==> src/rtl/konami_cs_decoder_seq_if.sv <==
// CPU-side bus bundle for the programmable chip-select decoder: strobe,
// address, mode/config write ports, and the decoded selects and handshake.
interface konami_cs_decoder_seq_if #(
  parameter int ADDR_W = 16,
  parameter int NCS    = 8,
  parameter int MODE_W = 4,
  parameter int WAIT_W = 3
);
  localparam int IDX_W = (NCS > 1) ? $clog2(NCS) : 1;

  logic              as_n;
  logic [ADDR_W-1:0] addr;
  logic              mode_we;
  logic [MODE_W-1:0] mode_d;
  logic              cfg_we;
  logic [IDX_W-1:0]  cfg_idx;
  logic [1:0]        cfg_field;
  logic [ADDR_W-1:0] cfg_data;
  logic [NCS-1:0]    cs_n;
  logic              any_cs_n;
  logic              ready;
  logic              miss;
  logic [MODE_W-1:0] mode_q;

  modport master (
    output as_n, addr, mode_we, mode_d, cfg_we, cfg_idx, cfg_field, cfg_data,
    input  cs_n, any_cs_n, ready, miss, mode_q
  );

  modport slave (
    input  as_n, addr, mode_we, mode_d, cfg_we, cfg_idx, cfg_field, cfg_data,
    output cs_n, any_cs_n, ready, miss, mode_q
  );
endinterface

==> src/rtl/konami_cs_decoder_seq.sv <==
// Registered, runtime-programmable chip-select decoder with per-region
// mode qualifiers and a wait-state counter that paces bus ready.
module konami_cs_decoder_seq #(
  parameter int ADDR_W = 16,
  parameter int NCS    = 8,
  parameter int MODE_W = 4,
  parameter int WAIT_W = 3
) (
  input logic                    clk,
  input logic                    reset,
  konami_cs_decoder_seq_if.slave bus
);
  localparam int IDX_W = (NCS > 1) ? $clog2(NCS) : 1;

  typedef enum logic [1:0] {
    ST_IDLE,
    ST_WAIT,
    ST_READY,
    ST_MISSED
  } state_e;

  logic [ADDR_W-1:0] base_q [NCS];
  logic [ADDR_W-1:0] mask_q [NCS];
  logic [MODE_W-1:0] care_q [NCS];
  logic [MODE_W-1:0] val_q  [NCS];
  logic              en_q   [NCS];
  logic [WAIT_W-1:0] wait_q [NCS];

  logic [MODE_W-1:0] mode_q;
  logic              as_n_q;
  state_e            state_q, state_d;
  logic [IDX_W-1:0]  idx_q, idx_d;
  logic [WAIT_W-1:0] cnt_q, cnt_d;
  logic [NCS-1:0]    cs_n_q, cs_n_d;
  logic              ready_q, ready_d;
  logic              miss_q, miss_d;

  logic              capture;
  logic              hit_found;
  logic [IDX_W-1:0]  hit_idx;

  // Mode and region tables; a capture in the same cycle still sees old values.
  always_ff @(posedge clk) begin
    if (reset) begin
      mode_q <= '0;
      for (int i = 0; i < NCS; i++) begin
        base_q[i] <= '0;
        mask_q[i] <= '0;
        care_q[i] <= '0;
        val_q[i]  <= '0;
        en_q[i]   <= 1'b0;
        wait_q[i] <= '0;
      end
    end else begin
      if (bus.mode_we) begin
        mode_q <= bus.mode_d;
      end
      if (bus.cfg_we && (int'(bus.cfg_idx) < NCS)) begin
        case (bus.cfg_field)
          2'd0: base_q[bus.cfg_idx] <= bus.cfg_data;
          2'd1: mask_q[bus.cfg_idx] <= bus.cfg_data;
          2'd2: begin
            care_q[bus.cfg_idx] <= bus.cfg_data[2*MODE_W-1:MODE_W];
            val_q[bus.cfg_idx]  <= bus.cfg_data[MODE_W-1:0];
          end
          default: begin
            en_q[bus.cfg_idx]   <= bus.cfg_data[WAIT_W];
            wait_q[bus.cfg_idx] <= bus.cfg_data[WAIT_W-1:0];
          end
        endcase
      end
    end
  end

  // Lowest-numbered matching region wins, so overlays sit at lower indices.
  always_comb begin
    hit_found = 1'b0;
    hit_idx   = '0;
    for (int i = 0; i < NCS; i++) begin
      if (!hit_found && en_q[i] &&
          ((bus.addr & mask_q[i]) == (base_q[i] & mask_q[i])) &&
          ((mode_q & care_q[i]) == (val_q[i] & care_q[i]))) begin
        hit_found = 1'b1;
        hit_idx   = IDX_W'(i);
      end
    end
  end

  assign capture = as_n_q & ~bus.as_n;

  always_comb begin
    state_d = state_q;
    idx_d   = idx_q;
    cnt_d   = cnt_q;
    miss_d  = 1'b0;
    case (state_q)
      ST_IDLE: begin
        if (capture) begin
          if (hit_found) begin
            idx_d   = hit_idx;
            cnt_d   = wait_q[hit_idx];
            state_d = (wait_q[hit_idx] == '0) ? ST_READY : ST_WAIT;
          end else begin
            state_d = ST_MISSED;
            miss_d  = 1'b1;
          end
        end
      end
      ST_WAIT: begin
        if (bus.as_n) begin
          state_d = ST_IDLE;
        end else begin
          cnt_d = cnt_q - WAIT_W'(1);
          if (cnt_q == WAIT_W'(1)) begin
            state_d = ST_READY;
          end
        end
      end
      default: begin
        if (bus.as_n) begin
          state_d = ST_IDLE;
        end
      end
    endcase

    // Outputs are registered from the next state so selects appear one clock after capture.
    cs_n_d = '1;
    if ((state_d == ST_WAIT) || (state_d == ST_READY)) begin
      cs_n_d[idx_d] = 1'b0;
    end
    ready_d = (state_d == ST_READY) || (state_d == ST_MISSED);
  end

  // as_n_q resets low so a strobe already asserted at reset release is not captured.
  always_ff @(posedge clk) begin
    if (reset) begin
      as_n_q  <= 1'b0;
      state_q <= ST_IDLE;
      idx_q   <= '0;
      cnt_q   <= '0;
      cs_n_q  <= '1;
      ready_q <= 1'b0;
      miss_q  <= 1'b0;
    end else begin
      as_n_q  <= bus.as_n;
      state_q <= state_d;
      idx_q   <= idx_d;
      cnt_q   <= cnt_d;
      cs_n_q  <= cs_n_d;
      ready_q <= ready_d;
      miss_q  <= miss_d;
    end
  end

  assign bus.cs_n     = cs_n_q;
  assign bus.any_cs_n = &cs_n_q;
  assign bus.ready    = ready_q;
  assign bus.miss     = miss_q;
  assign bus.mode_q   = mode_q;
endmodule

==> src/flat_wrapper.sv <==
// flat-port wrapper written by rule: the top's interface ports become plain ports
module konami_cs_decoder_seq_flat 
#(
  parameter int ADDR_W = 16,
  parameter int NCS    = 8,
  parameter int MODE_W = 4,
  parameter int WAIT_W = 3
)
  (clk, reset, bus_as_n, bus_addr, bus_mode_we, bus_mode_d, bus_cfg_we, bus_cfg_idx, bus_cfg_field, bus_cfg_data, bus_cs_n, bus_any_cs_n, bus_ready, bus_miss, bus_mode_q);
  konami_cs_decoder_seq_if #(.ADDR_W(ADDR_W), .NCS(NCS), .MODE_W(MODE_W), .WAIT_W(WAIT_W)) bus_i ();
  input logic clk;
  input logic reset;
  input wire logic [$bits(bus_i.as_n)-1:0] bus_as_n;
  input wire logic [$bits(bus_i.addr)-1:0] bus_addr;
  input wire logic [$bits(bus_i.mode_we)-1:0] bus_mode_we;
  input wire logic [$bits(bus_i.mode_d)-1:0] bus_mode_d;
  input wire logic [$bits(bus_i.cfg_we)-1:0] bus_cfg_we;
  input wire logic [$bits(bus_i.cfg_idx)-1:0] bus_cfg_idx;
  input wire logic [$bits(bus_i.cfg_field)-1:0] bus_cfg_field;
  input wire logic [$bits(bus_i.cfg_data)-1:0] bus_cfg_data;
  output wire logic [$bits(bus_i.cs_n)-1:0] bus_cs_n;
  output wire logic [$bits(bus_i.any_cs_n)-1:0] bus_any_cs_n;
  output wire logic [$bits(bus_i.ready)-1:0] bus_ready;
  output wire logic [$bits(bus_i.miss)-1:0] bus_miss;
  output wire logic [$bits(bus_i.mode_q)-1:0] bus_mode_q;
  assign bus_i.as_n = bus_as_n;
  assign bus_i.addr = bus_addr;
  assign bus_i.mode_we = bus_mode_we;
  assign bus_i.mode_d = bus_mode_d;
  assign bus_i.cfg_we = bus_cfg_we;
  assign bus_i.cfg_idx = bus_cfg_idx;
  assign bus_i.cfg_field = bus_cfg_field;
  assign bus_i.cfg_data = bus_cfg_data;
  assign bus_cs_n = bus_i.cs_n;
  assign bus_any_cs_n = bus_i.any_cs_n;
  assign bus_ready = bus_i.ready;
  assign bus_miss = bus_i.miss;
  assign bus_mode_q = bus_i.mode_q;
  konami_cs_decoder_seq #(.ADDR_W(ADDR_W), .NCS(NCS), .MODE_W(MODE_W), .WAIT_W(WAIT_W)) u_core (.clk(clk), .reset(reset), .bus(bus_i));
endmodule
==> config.mk <==
export PLATFORM = sky130hd
export DESIGN_NAME = konami_cs_decoder_seq_flat
export DESIGN_NICKNAME = d
export VERILOG_FILES = /design/src/rtl/konami_cs_decoder_seq_if.sv /design/src/rtl/konami_cs_decoder_seq.sv /design/src/flat_wrapper.sv
export SDC_FILE = /design/constraint.sdc
export NUM_CORES = 1
export LEC_CHECK = 0
export BUFFER_PORTS_ARGS = -buffer_cell sky130_fd_sc_hd__buf_2
export CAP_MARGIN = 20
export CORE_MARGIN = 3
export CORE_UTILIZATION = 35
export DETAILED_ROUTE_END_ITERATION = 16
export PLACE_DENSITY = 0.51
export SLEW_MARGIN = 0
export SYNTH_ARGS = -nofsm -noshare
export SYNTH_HDL_FRONTEND = slang
export SYNTH_SLANG_ARGS = --single-unit
==> constraint.sdc <==
create_clock -name clk -period 3.6 [get_ports clk]
set_input_delay 0.36 -clock clk [delete_from_list [all_inputs] [get_ports clk]]
set_output_delay 0.36 -clock clk [all_outputs]
set_load 0.1 [all_outputs]
**Word level (Yosys, flattened, before mapping)**

Memories as Yosys holds them, arrays and structs flattened.
Index checks and enable logic that the tools add are counted.

- Register bits after elaboration: 23
- Memory bits (writable): 352
- Bits of input ports: 46
- Output and inout port bits: 15
- Logic and storage cells: 197
- Memories: 6

- Add/sub/neg operators: 1
- $lt $le $gt $ge: 2
- Equality and inequality tests: 26
- Mux-type cells: 68
- Bitwise operators: 38
- Reductions and logical operators: 48

Memories:

| name | words | bits a word | read ports | clocked after Yosys merged registers in | write ports | RTL line | text |
|---|---|---|---|---|---|---|---|
| u_core.base_q | 8 | 16 | 8 | 0 | 8 | konami_cs_decoder_seq.sv:22 | `logic [ADDR_W-1:0] base_q [NCS];` |
| u_core.mask_q | 8 | 16 | 8 | 0 | 8 | konami_cs_decoder_seq.sv:23 | `logic [ADDR_W-1:0] mask_q [NCS];` |
| u_core.care_q | 8 | 4 | 8 | 0 | 8 | konami_cs_decoder_seq.sv:24 | `logic [MODE_W-1:0] care_q [NCS];` |
| u_core.val_q | 8 | 4 | 8 | 0 | 8 | konami_cs_decoder_seq.sv:25 | `logic [MODE_W-1:0] val_q [NCS];` |
| u_core.wait_q | 8 | 3 | 1 | 0 | 8 | konami_cs_decoder_seq.sv:27 | `logic [WAIT_W-1:0] wait_q [NCS];` |
| u_core.en_q | 8 | 1 | 8 | 0 | 8 | konami_cs_decoder_seq.sv:26 | `logic en_q [NCS];` |

Operators by type and width:

| cell | number |
|---|---|
| 16-bit AND | 16 |
| 16-bit == test | 8 |
| 4-bit AND | 16 |
| 3-bit 2-to-1 mux | 17 |
| 1-bit 2-to-1 mux | 36 |
| 4-bit == test | 8 |
| 16-bit 2-to-1 mux | 2 |
| 16-bit OR reduction | 2 |
| 1-bit logical AND | 24 |
| 2-bit 2-to-1 mux | 8 |
| 3-bit OR reduction | 3 |
| 4-bit 2-to-1 mux | 2 |
| 8-bit inverter | 1 |
| 8-bit AND reduction | 1 |
| 4-bit OR reduction | 2 |
| 1-bit zero test | 7 |
| 2-bit by 1-bit == test with 1-bit output, second input constant | 3 |
| 2-bit == test, second input constant | 3 |
| 3-bit one-hot mux with 2 select lines | 1 |
| 2-bit zero test | 2 |
| 3-bit by 4-bit < comparator with 1-bit output, second input constant | 1 |
| 2-bit by 1-bit inequality test with 1-bit output, second input constant | 2 |
| 1-bit inverter | 4 |
| 2-bit one-hot mux with 2 select lines | 1 |
| 12 further kinds | 13 |

**Depth between registers and ports, before layout**

Gate-level depths: netlist of run 1.
An unclocked memory read counts as a cell.

- Depth in word-level cells: 51
- Depth in mapped cells: 12
- Depth with buffers taken out: 11

**Worst setup path after synthesis of run 1**

OpenSTA, ideal clock, no wires.

- Path type: reg2reg
- Start: reg u_core.mode_q[1] (netlist: u_core.bus.mode_q[1])
- End: reg u_core.state_q[0]
- Library setup time: 0.119 ns
- Data arrival time: 3.687 ns
- Required time: 3.481 ns
- Path slack: -0.206 ns
- Stages on the path, launching flop included: 13
- Path buffers: 1
- Period minus slack after synthesis: 3.806 ns
- Cell sequence: dfxtp_1 -> buf_2 -> xor2_1 -> a222oi_1 -> nand4_1 -> or3_1 -> a211o_1 -> a32oi_4 -> mux2i_1 -> nor2b_1 -> nor3_1 -> o311ai_1 -> o221a_1

- Cells in the longest elaborated chain, start to end: 45
- Elaborated cells between the ends (all ways): 66
- Classes of those cells: eq/ne (8); mux (19); bitwise (8); reduce/logical (30); memory (1)

RTL lines:

| what | RTL line | text |
|---|---|---|
| from (decl) | konami_cs_decoder_seq.sv:29 | `logic [MODE_W-1:0] mode_q;` |
| from (signal assigned) | konami_cs_decoder_seq.sv:56 | `mode_q <= bus.mode_d;` |
| 4-bit AND | konami_cs_decoder_seq.sv:82 | `((mode_q & care_q[i]) == (val_q[i] & care_q[i]))) begin` |
| 4-bit == test | konami_cs_decoder_seq.sv:82 |  |
| 1-bit logical AND | konami_cs_decoder_seq.sv:81 | `((bus.addr & mask_q[i]) == (base_q[i] & mask_q[i])) &&` |
| 1-bit 2-to-1 mux | konami_cs_decoder_seq.sv:80 | `if (!hit_found && en_q[i] &&` |
| 1-bit zero test | konami_cs_decoder_seq.sv:80 |  |
| 1-bit logical AND (2 in a row) | konami_cs_decoder_seq.sv:80 |  |
| 1-bit logical AND | konami_cs_decoder_seq.sv:81 |  |
| 1-bit 2-to-1 mux | konami_cs_decoder_seq.sv:80 |  |
| (+28 left out) | n/a |  |
| 1-bit logical AND | konami_cs_decoder_seq.sv:81 |  |
| 3-bit 2-to-1 mux | konami_cs_decoder_seq.sv:80 |  |
| memory 8 x 3 bit | n/a |  |
| 3-bit zero test | konami_cs_decoder_seq.sv:102 | `state_d = (wait_q[hit_idx] == '0) ? ST_READY : ST_WAIT;` |
| 2-bit 2-to-1 mux | konami_cs_decoder_seq.sv:102 |  |
| 2-bit 2-to-1 mux (*) | konami_cs_decoder_seq.sv:99 | `if (hit_found) begin` |
| 2-bit 2-to-1 mux (*) | konami_cs_decoder_seq.sv:98 | `if (capture) begin` |
| 2-bit one-hot mux with 2 select lines (*) | konami_cs_decoder_seq.sv:96 | `case (state_q)` |
| to (signal assigned) | konami_cs_decoder_seq.sv:146 | `state_q <= state_d;` |
| to (decl) | konami_cs_decoder_seq.sv:31 | `state_e state_q, state_d;` |

Mark *: on every way between the ends. The rest lies on a longest branch, timed or not.
A chain may end at the register's enable or synchronous reset.

**Worst setup path in the final report of run 1**

Same ends and word-level chain as after synthesis.

==> results of run 1 <==
## worst register-to-register path: stages (launching register included)
cell      delay [ns]
dfxtp_2         0.46
xor2_1          0.16
a222oi_1        0.35
nand4_1         0.19
or3_1           0.50
a211o_1         0.34
a32oi_4         0.24
buf_12          0.17
mux2_2          0.34
a21oi_1         0.22
nand3b_1        0.13
o221a_1         0.23
## worst max-delay path by stage
stage                              start                  to  slack [ns]  depth (start not counted)
global placement             bus_addr[9]  u_core.bus.cs_n[4]       -0.14                         13
finish              u_core.bus.mode_q[1]   u_core.state_q[0]        0.16                         11
detailed placement           bus_addr[9]  u_core.bus.cs_n[2]       -0.10                         13
floorplan           u_core.bus.mode_q[0]   u_core.state_q[0]        0.06                         12
CTS                 u_core.bus.mode_q[1]  u_core.bus.cs_n[2]        0.06                         13
global route        u_core.base_q[4][12]   u_core.state_q[0]        0.05                         13
## per-stage QoR
stage | instances | cell area (sq um) | utilization | total power [mW] | setup slack (ns)
2_1_floorplan | 1401 | 17600 | - | 5.66 | 0.0608
3_3_place_gp | 2142 | 19200 | 0.389 | 6.10 | -0.136
3_5_place_dp | 2143 | 19200 | 0.389 | 6.10 | -0.103
4_1_cts | 2217 | 20500 | 0.416 | 10.3 | 0.0604
5_1_grt | 2217 | 20500 | 0.416 | 10.5 | 0.0527
6_report | 2219 | 20500 | 0.416 | 10.2 | 0.164
## placed cells by master (no fill, tap or decap), types with 7 or more instances in the layout
| cell | synthesis | layout |
|---|---|---|
| and2_1 | 353 | 353 |
| edfxtp_1 | 352 | 352 |
| xor2_1 | 160 | 160 |
| a22oi_1 | 104 | 104 |
| buf_4 | 0 | 90 |
| buf_2 | 19 | 60 |
| nor2_1 | 59 | 59 |
| nand2_1 | 54 | 54 |
| nand4_1 | 51 | 51 |
| clkbuf_16 | 0 | 43 |
| nor3_1 | 27 | 27 |
| o21ai_0 | 42 | 26 |
| dfxtp_1 | 22 | 19 |
| o21ai_1 | 0 | 16 |
| mux2i_1 | 12 | 12 |
| inv_1 | 11 | 11 |
| clkbuf_1 | 58 | 10 |
| clkinv_1 | 0 | 10 |
| a21oi_1 | 9 | 9 |
| nand3_1 | 7 | 7 |
| nand3b_1 | 7 | 7 |
| a222oi_1 | 7 | 7 |
## state kept, by name (all words and copies together), names as in the netlist
register           count
u_core.base_q        128
u_core.mask_q        128
u_core.care_q         32
u_core.val_q          32
u_core.wait_q         24
u_core.bus.cs_n        8
u_core.en_q            8
u_core.bus.mode_q      4
u_core.cnt_q           3
u_core.idx_q           3
u_core.state_q         2
u_core.as_n_q          1
u_core.bus.miss        1
## report_power, final
group | leakage [nW] | internal, mW | switching, mW
clock network | 0.634 | 2.40 | 1.78
registers | 3.53 | 4.98 | 0.121
logic | 3.35 | 0.278 | 0.635
total | 7.52 | 7.66 | 2.54
## final cells by class
type	instances	area, sq um	share of cell area
Clock buffer	53	1110	0.0544
Clock inverter	21	181	0.00886
Timing Repair Buffer	156	1100	0.0535
Multi-Input combinational cell	938	6200	0.303
Antenna cell	2	5.00	0.000244
Inverter	11	41.3	0.00202
Tap cell	664	831	0.0406
Sequential cell	374	11000	0.538
## cells by family (layout without fill, tap and decap cells)
| family | Yosys count | in the layout | synth area share |
|---|---|---|---|
| AND/OR/NAND/NOR | 581 | 581 | 0.190 |
| other | 0 | 2 | 0 |
| multiplexers | 15 | 15 | 0.00876 |
| flip-flops | 374 | 374 | 0.627 |
| AO/OA/AOI/OAI | 180 | 180 | 0.0722 |
| adder cells (fa/ha/maj) | 2 | 2 | 0.00142 |
| XOR/XNOR | 160 | 160 | 0.0798 |
| buffers and inverters | 89 | 241 | 0.0208 |
## synthesized netlist by cell type, types with 2 or more instances
| cell type | count |
|---|---|
| nor2_1 | 59 |
| xor2_1 | 160 |
| a31oi_1 | 3 |
| nor3_1 | 27 |
| o22ai_1 | 3 |
| nand4_1 | 51 |
| a22oi_1 | 104 |
| or3_1 | 4 |
| mux2_2 | 2 |
| o21ai_0 | 42 |
| nand3b_1 | 7 |
| clkbuf_1 | 58 |
| and2_1 | 353 |
| nor2b_1 | 4 |
| o211ai_1 | 2 |
| dfxtp_1 | 22 |
| mux2i_1 | 12 |
| nand3_1 | 7 |
| a21oi_1 | 9 |
| or3b_2 | 2 |
| ha_1 | 2 |
| nand2_1 | 54 |
| a222oi_1 | 7 |
| buf_2 | 19 |
| nor4_1 | 4 |
| edfxtp_1 | 352 |
| inv_1 | 11 |
## per-layer routing
layer | up-vias | share of wire | wire (microns) | track usage
li1 | 5297 | - | - | -
met1 | 5859 | 0.45 | 25400 | 0.297
met2 | 412 | 0.46 | 25600 | 0.333
met3 | 93 | 0.061 | 3390 | 0.0311
met4 | 0 | 0.028 | 1600 | 0.0663
met5 | - | 0 | 0 | 0
==> out/metrics.cfg, run 1 <==
[run_status]
status = completed

[clocking]
cts_tree = built
clkLatencyLatePin_ns = 0.58
cts_sinks = 374
cts_buffer_depth = 3
h-tree-depth = 2
cts_buffers = 43
postCtsHoldBufs = 0
path_clk_slew_ns = 0.06
cts.repair.resized = 0
cts_setup_buffers = 0
cts_root_buffer = clkbuf_16

[critical_path]
path_class = flip-flop to flip-flop
worstPathMaxFanout = 8
crit_slowest_cell = or3_1
reg2reg_to = u_core.state_q[0]
reg2reg_depth = 11
crit_chain = xor2_1 > a222oi_1 > nand4_1 > or3_1 > a211o_1 > a32oi_4 > buf_12 > mux2_2 > a21oi_1 > nand3b_1 > o221a_1
worstPathArrival_ns = 3.89
r2r_slack_ns = 0.16
path_buf_inv = 1
critPathMaxStageDelay_ns = 0.50
cp-end-kind = flip-flop
crit_family = compound AO/OA/AOI/OAI gates
start_kind = flip-flop
r2r-start = u_core.bus.mode_q[1]
required_ns = 4.06

[die]
core_region_area_sq_mm = 0.0493
dieArea_sq_mm = 0.0529
io_pins = 61
fp.dieW_microns = 230
rows = 81
die_h_microns = 230
start_util = 0.357

[place]
dp_hpwl_microns = 37800
port_buffers = 60
gp_congestion = 0.892

[pwr]
p_leak_nw = 7.52
power_density_mw_per_mm2 = 498
vdd.ir_drop.worst_uv = 325

[synth]
syn_area_per_cell_sq_um = 12.5
syn-cell-area_sq_mm = 0.0176
ys_types = 48
async_flop_share = 0
synth_seq_cells = 374
synthCells = 1401
ys_seq_area_frac = 0.627
yosysTopAreaCellShare = 0.602
synth_ff_type = edfxtp_1
synth_area_leaders = edfxtp_1 (60%), and2_1 (13%), xor2_1 (8.0%)
synth_nets = 1449
yosysWarnings = 0
synth_edf_count = 352
yosys.area.top_type = edfxtp_1

[detailed_routing]
first_pass_iters = 6
drt_iter0_markers = 1070
viasPerCell = 5.26
ant_nets = 0
drc = 0
routedWlPerCell_microns = 25.2
drt_wl_total_microns = 56000
vias = 11700

[sta]
finalHoldViolations = 0
fin_hold_ws_ns = 0.0457
worstMarginPinSlew_ns = 1.08
period_share = 0.954
max_slew_margin = 0.274
slew_viol_final = 0
finalSetupViolCount = 0
finalClockSkew_ns = 0.0171
timing.fmax_mhz = 291
fin_tns_setup_ns = 0
period_minus_slack_ns = 3.44
rsz0062_at_grt = no

[worst_hold_path]
worst_hold_path.endpoint = u_core.bus.mode_q[1]
whs_path_depth = 2
hp-class = input port to flip-flop
worstHoldStart = reset

[global_route]
grt_max_degree = 35
overflow = 0
grt_pass1_vias = 11400
grtUsageTotal = 0.210
grt_first_pass_wirelength_microns = 80500
grt_antenna_before_repair = 3

[final_layout]
fillers = 4637
fin_nets = 1572
drive_gt1_frac = 0.144
area_growth_pct = 16.6

[flow_run]
maxCapViolations = 0

Power figures use the tool's default switching activity.
==> run 2: changes to the inputs <==
--- a/config.mk
+++ b/config.mk
@@ -6,11 +6,10 @@
 export NUM_CORES = 1
 export LEC_CHECK = 0
 export BUFFER_PORTS_ARGS = -buffer_cell sky130_fd_sc_hd__buf_2
-export CAP_MARGIN = 20
 export CORE_MARGIN = 3
-export CORE_UTILIZATION = 35
+export CORE_UTILIZATION = 62
 export DETAILED_ROUTE_END_ITERATION = 16
-export PLACE_DENSITY = 0.51
+export PLACE_DENSITY = 0.81
 export SLEW_MARGIN = 0
 export SYNTH_ARGS = -nofsm -noshare
 export SYNTH_HDL_FRONTEND = slang
==> run 2 against run 1 <==
Via count increased by 2.3%. Clock skew decreased by 0.0040 ns. Largest power group unchanged. Final cell count decreased by 15%. Sequential power about the same. Non-clock buffer count decreased by 23. Hold slack improved by 0.044 ns. Highest routed layer unchanged.
==> out/metrics.cfg, run 2 (synthesis gave the netlist of run 1 again) <==
[sta]
max_slew_margin = 0.301
period_minus_slack_ns = 3.36
fin_tns_setup_ns = 0
period_share = 0.932
rsz0062_at_grt = no
worstMarginPinSlew_ns = 1.05
finalClockSkew_ns = 0.0130
timing.fmax_mhz = 298
fin_hold_ws_ns = 0.0896
finalHoldViolations = 0
slew_viol_final = 0
fin_ws_ns = 0.244
finalSetupViolCount = 0

[pwr]
power_density_mw_per_mm2 = 494
p_clk_frac = 0.390
vdd.ir_drop.worst_uv = 315
p_leak_nw = 7.33
pwr-share-seq = 0.523
p_int_mw = 7.45
power.switching_mw = 2.31
switching_share = 0.237
combPwrFrac = 0.087

[place]
placed_cells = 1828
dp_hpwl_microns = 31000
dpl_cell_area_sq_mm = 0.0186
gp_congestion = 0.964
port_buffers = 60
pre_cts_slack_ns = 0.0506

[detailed_routing]
drc = 0
routedWlPerCell_microns = 25.4
vias = 11900
ant_nets = 0
drt_iter0_markers = 1590
first_pass_iters = 6
viasPerCell = 6.29
drt_wl_total_microns = 48200

[final_layout]
fin_nets = 1544
final_common_cell = and2_1
final_area_sq_mm = 0.0198
drive_gt1_frac = 0.126
diodes = 0
top_regs = u_core.base_q x128, u_core.mask_q x128
mostFrequentLayoutCells = and2_1 (353), edfxtp_1 (352), xor2_1 (160), a22oi_1 (104), buf_4 (72)
multi_input_area_sq_mm = 0.00619
fillers = 1843
area.sequential_sq_mm = 0.0110
fin_cells = 1897
area_growth_pct = 12.5

[die]
core_region_area_sq_mm = 0.0274
start_util = 0.641
die_h_microns = 174
io_pins = 61
fp.dieW_microns = 174
dieArea_sq_mm = 0.0304
rows = 60

[clocking]
cts_tree = built
cts_root_buffer = clkbuf_16
cts_buffers = 38
cts_sinks = 374
path_clk_slew_ns = 0.06
clkLatencyLatePin_ns = 0.53
cts_buffer_depth = 3
h-tree-depth = 2
cts_setup_buffers = 0

[global_route]
grt_first_pass_wirelength_microns = 71500
grtUsageTotal = 0.316
grt_antenna_before_repair = 4
grt_pass1_vias = 11700
overflow = 0
grt_max_degree = 35

[critical_path]
worstPathMaxFanout = 8
path_class = flip-flop to flip-flop
cp-end-kind = flip-flop
start_kind = flip-flop
worstPathArrival_ns = 3.76
required_ns = 4.01

[worst_hold_path]
hp-class = input port to flip-flop

[flow_run]
maxCapViolations = 0

[run_status]
status = completed

## run 2: layout make-up
type	count	share of cell area
clock buffer	56	0.0563
inverter	11	0.00209
multi-input combinational	938	0.313
clock inverter	13	0.00392
sequential	374	0.557
timing repair buffer	133	0.0436
tap	372	0.0235
## run 2: repair_timing
| item | 4_1_cts | 5_1_grt |
|---|---|---|
| hold buffers | 0 | 0 |
| endpoints found under the setup margin | 0 | 2 |
| gates resized for setup | 0 | 1 |
## run 2: final timing paths
path                                      startpoint                    to  slack, ns  depth (start not counted)
worst max-delay path            u_core.bus.mode_q[2]     u_core.state_q[0]       0.24                         12
worst min-delay path                   bus_mode_d[3]  u_core.bus.mode_q[3]       0.09                          3
worst max register to register  u_core.bus.mode_q[2]     u_core.state_q[0]       0.24                         12
worst min register to register       u_core.cnt_q[1]       u_core.cnt_q[1]       0.52                          2
## run 2: power groups by stage
stage / logic [mW] / clock network, mW / registers, mW
after floorplan: 0.485 / 0 / 5.17
after global placement: 0.811 / 0 / 5.18
after detailed placement: 0.827 / 0 / 5.19
after CTS: 0.834 / 3.81 / 5.10
after global routing: 0.901 / 4.00 / 5.12
final: 0.851 / 3.80 / 5.10
## run 2: per-layer routing
metal  global-route usage  wire length (microns)
met1                0.430                  18200
met2                0.502                  22500
met3               0.0716                   5670
met4                0.115                   1860
met5                    0                      0
## run 2: stage by stage
stage | util | total power, mW
floorplan | - | 5.66
global placement | 0.678 | 5.99
detailed placement | 0.678 | 6.01
CTS | 0.721 | 9.74
global route | 0.721 | 10.0
finish | 0.721 | 9.76
## run 2: critical path: stages (launching register included)
cell and delay (ns):
dfxtp_2 0.58, xor2_1 0.19, a22oi_1 0.17, nand4_1 0.14
or3_1 0.43, a211o_1 0.32, a32oi_4 0.41, buf_4 0.20
mux2i_1 0.19, nor2_1 0.05, a21oi_1 0.18, nand3b_1 0.13
o221a_1 0.24
==> run 3: changes to the inputs <==
--- a/config.mk
+++ b/config.mk
@@ -10,6 +10,7 @@
 export CORE_UTILIZATION = 62
 export DETAILED_ROUTE_END_ITERATION = 16
 export PLACE_DENSITY = 0.81
+export RECOVER_POWER = 100
 export SLEW_MARGIN = 0
 export SYNTH_ARGS = -nofsm -noshare
 export SYNTH_HDL_FRONTEND = slang
==> run 3 against run 2 <==
Register-to-register slack got worse by 0.02 ns. Utilization decreased by 0.57 points. Non-clock buffer count unchanged. Clock power hardly changed. Largest power group unchanged.
==> out/metrics.cfg, run 3 (synthesis gave the netlist of run 1 again) <==
[detailed_routing]
drc = 0
routedWlPerCell_microns = 25.5
viasPerCell = 6.33
drt_wl_total_microns = 48300
vias = 12000
first_pass_iters = 6
drt_iter0_markers = 1671
ant_nets = 0

[sta]
period_minus_slack_ns = 3.38
timing.fmax_mhz = 296
rsz0062_at_grt = no
finalClockSkew_ns = 0.0162
slew_viol_final = 0
finalSetupViolCount = 0
worstMarginPinSlew_ns = 1.18
fin_tns_setup_ns = 0
max_slew_margin = 0.214
fin_hold_ws_ns = 0.0921
finalHoldViolations = 0
period_share = 0.938

[critical_path]
path_class = flip-flop to flip-flop
worstPathMaxFanout = 8
crit_slowest_cell = dfxtp_2
crit_chain = buf_4 > xor2_1 > a22oi_1 > nand4_1 > nor3_1 > buf_4 > a211o_1 > a32oi_4 > buf_4 > mux2i_1 > nor2_1 > a21oi_1 > nand3b_1 > o221a_1
worstPathArrival_ns = 3.78
required_ns = 4.01
start_kind = flip-flop
path_buf_inv = 3
cp-end-kind = flip-flop
crit_family = compound AO/OA/AOI/OAI gates
critPathMaxStageDelay_ns = 0.58
cp_common_cell = buf_4

[run_status]
status = completed

[global_route]
grt_max_degree = 35
grt_pass1_vias = 11700
use_met2 = 0.502
grt_antenna_before_repair = 4
overflow = 0
grtUsageTotal = 0.316
met3_usage = 0.0716
grt_first_pass_wirelength_microns = 71500
top_usage_layer = met2
grtUsageMet1 = 0.430

[final_layout]
mostFrequentLayoutCells = edfxtp_1 (352), and2_0 (225), xor2_1 (160), and2_1 (128), a22oi_1 (104)
final_common_cell = edfxtp_1
area_growth_pct = 11.6
drive_gt1_frac = 0.0918
top_regs = u_core.base_q x128, u_core.mask_q x128
diodes = 0
fin_util = 0.716
fin_nets = 1544

[die]
dieArea_sq_mm = 0.0304
die_h_microns = 174
start_util = 0.641
fp.dieW_microns = 174
io_pins = 61
rows = 60
core_region_area_sq_mm = 0.0274

[clocking]
cts_buffers = 38
cts_root_buffer = clkbuf_16
cts_tree = built
cts_sinks = 374
h-tree-depth = 2
cts_setup_buffers = 0
clkLatencyLatePin_ns = 0.53
cts_buffer_depth = 3
path_clk_slew_ns = 0.06

[place]
gp_congestion = 0.964
port_buffers = 60
dp_hpwl_microns = 31000

[pwr]
p_leak_nw = 6.93
power_density_mw_per_mm2 = 497
vdd.ir_drop.worst_uv = 313

[worst_hold_path]
hp-class = input port to flip-flop

[flow_run]
maxCapViolations = 0

## run 3: per-stage QoR
step | cell area (sq um) | power [mW] | worst slack [ns] | std cells
2_1_floorplan | 17600 | 5.66 | 0.0608 | 1401
3_3_place_gp | 18600 | 5.99 | 0.206 | 1828
3_5_place_dp | 18600 | 6.01 | 0.0506 | 1828
4_1_cts | 19800 | 9.74 | 0.279 | 1897
5_1_grt | 19600 | 10.0 | 0.0297 | 1897
6_report | 19600 | 9.75 | 0.222 | 1897
## run 3: final timing paths
path	startpoint	end	slack, ns	depth (start not counted)
max	u_core.bus.mode_q[2]	u_core.state_q[0]	0.22	14
max reg2reg	u_core.bus.mode_q[2]	u_core.state_q[0]	0.22	14
min reg2reg	u_core.cnt_q[1]	u_core.cnt_q[1]	0.51	2
min	bus_mode_d[3]	u_core.bus.mode_q[3]	0.09	3
## run 3: final cells by class
class	count	area (sq um)
Timing Repair Buffer	133	706
Clock buffer	56	1110
Sequential cell	374	11000
Fill cell	1894	7790
Clock inverter	13	77.6
Multi-Input combinational cell	938	6190
Tap cell	372	465
Inverter	11	41.3
## run 3: worst register-to-register path: cells and delay by family (launching register included)
family | cells | cell delay, ns
AOI/OAI and AO/OA | 5 | 1.33
xor gates and xnor gates | 1 | 0.25
buffers and inverters | 3 | 0.58
DFF | 1 | 0.58
muxes | 1 | 0.19
and+or+nand+nor | 4 | 0.35
## run 3: routing by layer
| metal | vias up | part of all wire |
|---|---|---|
| met1 | 5923 | 0.38 |
| met2 | 744 | 0.46 |
| met5 | - | 0 |
| li1 | 5225 | - |
| met3 | 125 | 0.12 |
| met4 | 0 | 0.040 |
## run 3: what timing repair did
action | in CTS | in global routing
resized for setup | 0 | 1
setup endpoints to repair | 0 | 2
hold buffers | 0 | 0
## run 3: where the power goes
| part | switching, mW | internal (mW) | total (mW) |
|---|---|---|---|
| Sequential | 0.126 | 4.98 | 5.11 |
| Clock | 1.60 | 2.21 | 3.80 |
| Combinational | 0.589 | 0.248 | 0.837 |
